**config.mk**
```make
export PLATFORM = sky130hd
export DESIGN_NAME = mem_stage
export DESIGN_NICKNAME = d
export VERILOG_FILES = /design/src/rtl/mem_stage.sv
export SDC_FILE = /design/constraint.sdc
export NUM_CORES = 1
export LEC_CHECK = 0
export ABC_AREA = 1
export BUFFER_PORTS_ARGS = -buffer_cell sky130_fd_sc_hd__clkbuf_2
export CORE_ASPECT_RATIO = 2
export CORE_UTILIZATION = 45
export DETAILED_ROUTE_END_ITERATION = 16
export GPL_TIMING_DRIVEN = 0
export PLACE_DENSITY_LB_ADDON = 0.2
export SKIP_CTS_REPAIR_TIMING = 1
export SYNTH_ARGS = -nofsm -noshare
export SYNTH_HDL_FRONTEND = slang
export SYNTH_SLANG_ARGS = --single-unit
```
**constraint.sdc**
```tcl
create_clock -name clk -period 3.2 [get_ports clk]
set_clock_uncertainty 0.2 [all_clocks]
set_input_delay 0.16 -clock clk [delete_from_list [all_inputs] [get_ports clk]]
set_output_delay 0.16 -clock clk [all_outputs]
set_load 0.02 [all_outputs]
```
**src/rtl/mem_stage.sv**
```systemverilog
// rtl/mem_stage.sv - MIPS memory-access stage: data-bus handshake, pipeline stall, load align/extend
module mem_stage #(
    parameter int DATA_W     = 32,
    parameter int REG_ADDR_W = 5
) (
    input  logic                  clk,
    input  logic                  rst,
    input  logic [REG_ADDR_W-1:0] w_reg_addr_in,
    input  logic [DATA_W-1:0]     w_reg_data_in,
    input  logic                  w_reg_en_in,
    input  logic [3:0]            mem_op,
    input  logic [DATA_W-1:0]     mem_wdata,
    input  logic                  hold,
    output logic                  dbus_req,
    output logic                  dbus_we,
    output logic [31:0]           dbus_addr,
    output logic [3:0]            dbus_be,
    output logic [31:0]           dbus_wdata,
    input  logic                  dbus_ack,
    input  logic [31:0]           dbus_rdata,
    output logic [REG_ADDR_W-1:0] w_reg_addr_out,
    output logic [DATA_W-1:0]     w_reg_data_out,
    output logic                  w_reg_en_out,
    output logic                  stall_req,
    output logic                  addr_err
);

    typedef enum logic [1:0] {
        ST_IDLE = 2'd0,
        ST_WAIT = 2'd1,
        ST_DONE = 2'd2
    } state_t;

    localparam logic [3:0] OP_LB  = 4'd1;
    localparam logic [3:0] OP_LBU = 4'd2;
    localparam logic [3:0] OP_LH  = 4'd3;
    localparam logic [3:0] OP_LHU = 4'd4;
    localparam logic [3:0] OP_LW  = 4'd5;
    localparam logic [3:0] OP_SB  = 4'd6;
    localparam logic [3:0] OP_SH  = 4'd7;
    localparam logic [3:0] OP_SW  = 4'd8;

    state_t              r_state;
    state_t              w_next_state;
    logic [DATA_W-1:0]   r_ld_buf;

    logic                w_is_load;
    logic                w_is_store;
    logic                w_is_byte;
    logic                w_is_half;
    logic                w_is_word;
    logic                w_misaligned;
    logic                w_valid;
    logic [1:0]          w_ofs;
    logic [31:0]         w_lane;
    logic [DATA_W-1:0]   w_ld_ext;
    logic                w_capture;

    assign w_ofs      = w_reg_data_in[1:0];
    assign w_is_load  = (mem_op >= OP_LB) && (mem_op <= OP_LW);
    assign w_is_store = (mem_op >= OP_SB) && (mem_op <= OP_SW);
    assign w_is_byte  = (mem_op == OP_LB) || (mem_op == OP_LBU) || (mem_op == OP_SB);
    assign w_is_half  = (mem_op == OP_LH) || (mem_op == OP_LHU) || (mem_op == OP_SH);
    assign w_is_word  = (mem_op == OP_LW) || (mem_op == OP_SW);

    assign w_misaligned = (w_is_half && w_ofs[0]) || (w_is_word && (w_ofs != 2'b00));
    assign w_valid      = (w_is_load || w_is_store) && !w_misaligned;

    // Move the addressed byte/halfword down to bit 0, then extend by opcode
    assign w_lane = dbus_rdata >> {w_ofs, 3'b000};

    // Load result extension for the selected lane
    always_comb begin
        w_ld_ext = dbus_rdata;
        case (mem_op)
            OP_LB:   w_ld_ext = {{24{w_lane[7]}}, w_lane[7:0]};
            OP_LBU:  w_ld_ext = {24'd0, w_lane[7:0]};
            OP_LH:   w_ld_ext = {{16{w_lane[15]}}, w_lane[15:0]};
            OP_LHU:  w_ld_ext = {16'd0, w_lane[15:0]};
            default: w_ld_ext = dbus_rdata;
        endcase
    end

    // Bus address/lanes/data come straight from the frozen EX/MEM register, so they hold in WAIT
    always_comb begin
        dbus_addr  = {w_reg_data_in[31:2], 2'b00};
        dbus_we    = w_is_store;
        dbus_be    = 4'b0000;
        dbus_wdata = mem_wdata;
        if (w_is_byte) begin
            dbus_be    = 4'b0001 << w_ofs;
            dbus_wdata = {4{mem_wdata[7:0]}};
        end else if (w_is_half) begin
            dbus_be    = w_ofs[1] ? 4'b1100 : 4'b0011;
            dbus_wdata = {2{mem_wdata[15:0]}};
        end else if (w_is_word) begin
            dbus_be    = 4'b1111;
        end
    end

    // The load result must survive a downstream hold after the bus has already answered
    assign w_capture = dbus_ack && hold &&
                       (((r_state == ST_IDLE) && w_valid) || (r_state == ST_WAIT));

    // State register and held load result
    always_ff @(posedge clk or posedge rst) begin
        if (rst) begin
            r_state  <= ST_IDLE;
            r_ld_buf <= '0;
        end else begin
            r_state <= w_next_state;
            if (w_capture) begin
                r_ld_buf <= w_ld_ext;
            end
        end
    end

    // Next-state logic
    always_comb begin
        w_next_state = r_state;
        case (r_state)
            ST_IDLE: begin
                if (w_valid) begin
                    if (!dbus_ack)    w_next_state = ST_WAIT;
                    else if (hold)    w_next_state = ST_DONE;
                end
            end
            ST_WAIT: begin
                if (dbus_ack)         w_next_state = hold ? ST_DONE : ST_IDLE;
            end
            ST_DONE: begin
                if (!hold)            w_next_state = ST_IDLE;
            end
            default:                  w_next_state = ST_IDLE;
        endcase
    end

    // Output logic; reset forces the handshake and write-back quiet immediately
    always_comb begin
        w_reg_addr_out = w_reg_addr_in;
        w_reg_data_out = w_reg_data_in;
        w_reg_en_out   = 1'b0;
        dbus_req       = 1'b0;
        stall_req      = 1'b0;
        addr_err       = 1'b0;
        if (!rst) begin
            case (r_state)
                ST_IDLE: begin
                    addr_err = w_misaligned;
                    if (w_valid) begin
                        dbus_req  = 1'b1;
                        stall_req = !dbus_ack;
                        if (dbus_ack && w_is_load) begin
                            w_reg_data_out = w_ld_ext;
                            w_reg_en_out   = w_reg_en_in;
                        end
                    end else if (!w_misaligned) begin
                        w_reg_en_out = w_reg_en_in;
                    end
                end
                ST_WAIT: begin
                    dbus_req  = 1'b1;
                    stall_req = !dbus_ack;
                    if (dbus_ack && w_is_load) begin
                        w_reg_data_out = w_ld_ext;
                        w_reg_en_out   = w_reg_en_in;
                    end
                end
                ST_DONE: begin
                    w_reg_data_out = r_ld_buf;
                    w_reg_en_out   = w_reg_en_in && !w_is_store;
                end
                default: begin
                    w_reg_en_out = 1'b0;
                end
            endcase
        end
    end

endmodule

```
==> metrics.csv, run 1 <==
stage,metric,value,unit
placement,dp_slack,0.1061,ns
timing,fin_ws,0.3118,ns
finish,final_area,6036,um^2
floorplanning,rows,52,
drt,first_pass_iters,5,
drt,postRouteAntennaNets,0,
finish,diodes,0,
floorplanning,dieArea,10700,um^2
synthesis,ys_warn_count,0,
placement,post-place-cells,1181,
worst_setup_path,critical_path_arrival,2.53,ns
finish,regArea,850.8,um^2
timing,finalCritPeriodShare,90.25,%
worst_hold_path,hold_depth,5,
clock_network,htree_levels,2,
finish,nNetsFinal,1167,
worst_setup_path,endpoint_kind,primary output,
synthesis,avgSynthCellArea,5.539,um^2
floorplanning,die_width,73.64,um
global_route,grt-ovfl-total,0,
finish,multi_input_area,2915,um^2
finish,final_common_cell,nand2_1,
synthesis,postSynthCellCount,834,
floorplanning,ios,220,
timing,min_period,2.888,ns
clock_network,clock_latency,0.29,ns
clock_network,cts_num_sinks,34,
floorplanning,die_h,145.3,um
worst_setup_path,worst-path-max-fanout,10,
global_route,grt_max_degree,37,
worst_hold_path,whs_endpoint,r_ld_buf[4],
worst_setup_path,r2r_cells,8,
worst_setup_path,required,2.84,ns
synthesis,ys_seq_area_share,18.42,%
placement,portBuffers,211,
synthesis,synth.area.top_cells,"nand2_1 (26%), dfrtp_1 (18%), nand3_1 (11%), buf_4 (7.5%), a21oi_1 (7.3%)",
clock_network,root_buffer,clkbuf_16,
finish,syn_to_final_growth,30.66,%
synthesis,synth_area,4619,um^2
finish,layout_common_cells,"nand2_1 (324), clkbuf_2 (211), nand3_1 (104)",
synthesis,synth_largest_area_cell,nand2_1,
worst_setup_path,timing.rr.start,r_state[0],
worst_hold_path,worstHoldStart,dbus_rdata[4],
finish,drive_gt1_share,32.07,%
timing,worst_pin_slew,0.6879,ns
drt,vias,6282,
timing,grt_setup_unrepaired,false,
power,pwr_density_cell,425.1,nW/um^2
timing,hold_ws,0.01604,ns
worst_setup_path,setup.worst_path.class,reg2out,
timing,setup_viol,0,
clock_network,clock_path_buffers,2,
floorplanning,start_util,46.10,%
worst_setup_path,rr_endpoint,r_ld_buf[14],
worst_setup_path,critPathLaunchType,flop,
clock_network,numCtsBuffers,5,
drt,drc,0,
clock_network,path_clk_slew,0.06,ns
drt,wl_per_cell,15.14,um
global_route,first_global_vias,5815,
power,peakVddDrop,293.7,uV
synthesis,synth.distinct_cells,29,
global_route,antenna_found_initial,0,
timing,hold_violations,0,
global_route,grt_pass1_wl,27.72,mm
timing,relSlewSlack,53.97,%
worst_hold_path,min_path_type,in2reg,
power,finalPower,0.002566,W
drt,routed_via_density,5.270,
global_route,grtUsageTotal,33.86,%
finish,nFillCells,1130,
outcome,status,"complete, no violations",
placement,globalplace.congestion,0.9743,
placement,place_area,5848,um^2
worst_setup_path,reg2reg_setup_slack,0.90,ns
run,max_cap_violations,0,
synthesis,yosysTopAreaCellShare,26.33,%
drt,drt-total-wl,18.05,mm
placement,dpl.hpwl,14.35,mm
clock_network,cts_tree,built,
worst_setup_path,startpoint,r_state[0],
synthesis,ys_ff_latch,34,
timing,max_freq,0.3462,GHz
finish,final_cells,1192,
drt,drtIter0Drc,374,
floorplanning,core,10020,um^2
power,p_leak,3.645,nW
timing,maxSlewViolCount,0,
## state kept, by name, summed over array words and instances (netlist names)
signal and cells:
r_ld_buf 32, r_state 2
## critical path, cell delays in order, from the launching register on
cell	delay [ns]
dfrtp_1	0.43
nor2_1	0.56
nand4_1	0.19
nand2_2	0.22
buf_2	0.30
nand2_1	0.08
a21oi_1	0.22
clkbuf_2	0.22
## layer usage
layer  global-route usage, %  wire length [um]  up-vias
li1                        -                 -     3049
met1                   34.37              6041     2787
met2                   59.27              9088      362
met3                   4.931              1490       84
met4                   25.67              1427        0
met5                       0                 0        -
## synth_stat cells
cell      number
nor2_4         1
buf_4         46
dfrtp_1       34
nand4_1        1
or2_2         12
o21ai_1       12
buf_6          9
or2_0          3
inv_2          4
a31oi_1        1
nand2_1      324
nor2_2         2
conb_1         1
nor2_1        40
a21oi_2        1
nand3_1      104
a211oi_1       1
nor3_1         2
buf_2         16
o21ai_0       24
inv_1         64
buf_1          1
nand3_2        4
a21oi_1       67
clkbuf_1      20
or2_1         14
and3_1         1
o21ai_2       22
nand2_2        3
## power by group
part / total (W) / internal (W) / switching (W)
clock network: 0.000479 / 0.000285 / 0.000193
registers: 0.000670 / 0.000585 / 0.0000843
logic: 0.00142 / 0.000511 / 0.000906
total: 0.00257 / 0.00138 / 0.00118
## per-stage QoR
stage	util [%]	TNS (ns)
after floorplan	-	0
after global placement	58.37	-13.32
after detailed placement	58.37	0
after CTS	59.69	0
after global routing	60.24	0
final	60.24	0
## cell families (layout without fill, tap and decap cells)
family                 Yosys count  count (layout)  share of synthesized area (%)
other                            1               2                        0.08118
buffers and inverters          160             382                          18.63
flip-flops                      34              34                          18.42
AND/OR/NAND/NOR                511             511                          47.05
AO/OA/AOI/OAI                  128             128                          15.82
## how the worst max path moves through the flow
stage               depth (start not counted)            endpoint  slack, ns
floorplan                                   6  w_reg_data_out[14]       0.75
global placement                            8  w_reg_data_out[23]      -0.58
detailed placement                          8  w_reg_data_out[23]       0.11
CTS                                         8  w_reg_data_out[23]       0.08
global route                                7  w_reg_data_out[23]       0.29
finish                                      7  w_reg_data_out[23]       0.31
## layout make-up
cell class                 instances  share of cell area [%]
sequential                        34                   14.10
clock buffer                       7                   2.197
inverter                          68                   4.250
buffer                            92                   10.03
tap                              135                   2.799
timing repair buffer             215                   18.33
multi-input combinational        641                   48.30
Power figures use the tool's default switching activity.
==> run 2, diff against run 1 <==
CORE_MARGIN = 2   (was unset)
==> run 2 against run 1 <==
Global-route usage fell by 2.7 points. Flip-flop and latch count did not move. Register-to-register slack about the same. Sequential power is essentially flat. Routed wire length is 0.79% lower. Worst hold slack worse by 0.0038 ns. Final area up 0.25%. Worst setup slack better by 0.037 ns. Sequential share of layout area hardly changed. Clock power up 4.4%. Largest cell class unchanged. Highest routed layer unchanged.
==> metrics.csv, run 2 (same netlist as run 1, synthesis figures left out) <==
stage,metric,value,unit
outcome,status,"complete, no violations",
drt,postRouteAntennaNets,0,
timing,max_freq,0.3508,GHz
finish,max_flop_register,r_ld_buf,
floorplanning,core,10080,um^2
timing,finalCritPeriodShare,89.09,%
placement,globalplace.congestion,0.9787,
finish,nNetsFinal,1167,
timing,relSlewSlack,49.45,%
global_route,grt_max_degree,37,
global_route,grt_pass1_wl,26.70,mm
worst_setup_path,required,2.84,ns
clock_network,numCtsBuffers,5,
timing,maxSlewViolCount,0,
global_route,first_global_vias,5698,
finish,drive_gt1_share,32.23,%
clock_network,cts_num_sinks,34,
worst_hold_path,min_path_type,in2reg,
drt,first_pass_iters,5,
power,p_leak,3.655,nW
clock_network,htree_levels,2,
finish,final_util,60.00,%
power,peakVddDrop,364.5,uV
global_route,grt-ovfl-total,0,
worst_hold_path,hold_depth,5,
global_route,grtUsageTotal,31.18,%
timing,fin_setup_tns,0,ns
worst_setup_path,r2r_cells,8,
floorplanning,rows,52,
clock_network,clock_path_buffers,2,
drt,drtIter0Drc,288,
finish,diodes,0,
floorplanning,dieArea,11140,um^2
worst_setup_path,timing.rr.start,r_state[0],
drt,drt-total-wl,17.91,mm
floorplanning,die_width,75.64,um
worst_setup_path,crit_slowest_cell,nor2_1,
timing,hold_violations,0,
run,max_cap_violations,0,
placement,portBuffers,211,
finish,syn_to_final_growth,30.99,%
clock_network,cts_tree,built,
drt,vias,6251,
clock_network,path_clk_slew,0.06,ns
worst_setup_path,setup.worst_path.class,reg2out,
floorplanning,die_h,147.3,um
worst_setup_path,rr_endpoint,r_ld_buf[11],
worst_hold_path,whs_endpoint,r_ld_buf[6],
timing,hold_ws,0.01228,ns
drt,wl_per_cell,15.01,um
floorplanning,start_util,45.81,%
timing,setup_viol,0,
drt,routed_via_density,5.240,
timing,worst_pin_slew,0.7555,ns
worst_setup_path,worst-path-max-fanout,10,
timing,grt_setup_unrepaired,false,
worst_setup_path,reg2reg_setup_slack,0.91,ns
finish,final_common_cell,nand2_1,
drt,drc,0,
timing,min_period,2.851,ns
global_route,antenna_found_initial,0,
clock_network,root_buffer,clkbuf_16,
clock_network,clock_latency,0.28,ns
finish,layout_common_cells,"nand2_1 (324), clkbuf_2 (211), nand3_1 (104)",
placement,dpl.hpwl,14.30,mm
worst_setup_path,critPathLaunchType,flop,
power,pwr_density_cell,426.8,nW/um^2
finish,top_regs,"r_ld_buf x32, r_state x2",
worst_setup_path,crit_chain,nor2_1 > nand4_1 > nand2_2 > buf_2 > nand2_1 > a21oi_1 > clkbuf_2,
floorplanning,ios,220,
finish,largest_register_ffs,32,
worst_setup_path,slowest_delay,0.61,ns
worst_setup_path,endpoint_kind,primary output,
worst_hold_path,worstHoldStart,dbus_rdata[6],
worst_setup_path,critical_path_arrival,2.49,ns
run 2: cell count changes in the layout (fill, tap and decap cells not counted), sizes merged:
cell / previous run / this run
clkinv: 1 / 2
run 2: worst max-delay path: cells and delay by family (launching register included):
kind            cells  cell delay [ns]
buf+inv             2             0.51
compound gates      1             0.19
simple gates        4             1.08
flops               1             0.42
run 2: worst max-delay path by stage:
| stage | startpoint | slack (ns) | end | cells after the start |
|---|---|---|---|---|
| floorplan | rst | 0.75 | w_reg_data_out[14] | 6 |
| global placement | rst | -0.50 | w_reg_data_out[20] | 8 |
| detailed placement | rst | 0.14 | w_reg_data_out[20] | 8 |
| CTS | rst | 0.13 | w_reg_data_out[20] | 8 |
| global route | r_state[0] | 0.24 | w_reg_data_out[20] | 7 |
| finish | r_state[0] | 0.35 | w_reg_data_out[20] | 7 |
run 2: layer usage:
layer | routed length (um) | share of wire (%) | GRT usage (%) | vias to the layer above
li1 | - | - | - | 3052
met1 | 6079 | 34 | 31.81 | 2811
met2 | 9432 | 53 | 57.39 | 316
met3 | 1351 | 7.5 | 3.909 | 72
met4 | 1042 | 5.8 | 17.28 | 0
met5 | 0 | 0 | 0 | -
run 2: final cells by class:
cell class,instances,area (um^2)
fill,1114,4034
multi-input combinational,641,2915
timing repair buffer,215,1106
sequential,34,850.8
buffer,92,605.6
inverter,68,256.5
tap,135,168.9
clock buffer,7,142.6
clock inverter,1,5.005
run 2: stage by stage:
step | cell area [um^2] | worst slack (ns) | power, W | cells
final | 6051 | 0.3492 | 0.002583 | 1193
after global routing | 6051 | 0.2361 | 0.002772 | 1193
after CTS | 5996 | 0.1303 | 0.002567 | 1189
after detailed placement | 5848 | 0.1443 | 0.002068 | 1181
after global placement | 5848 | -0.5012 | 0.002052 | 1181
after floorplan | 4623 | 0.7458 | 0.001621 | 835
run 2: power by group:
| group | internal, W | leakage (nW) | switching (W) |
|---|---|---|---|
| clock network | 0.000309 | 0.0739 | 0.000191 |
| logic | 0.000511 | 3.15 | 0.000901 |
| registers | 0.000585 | 0.428 | 0.0000850 |
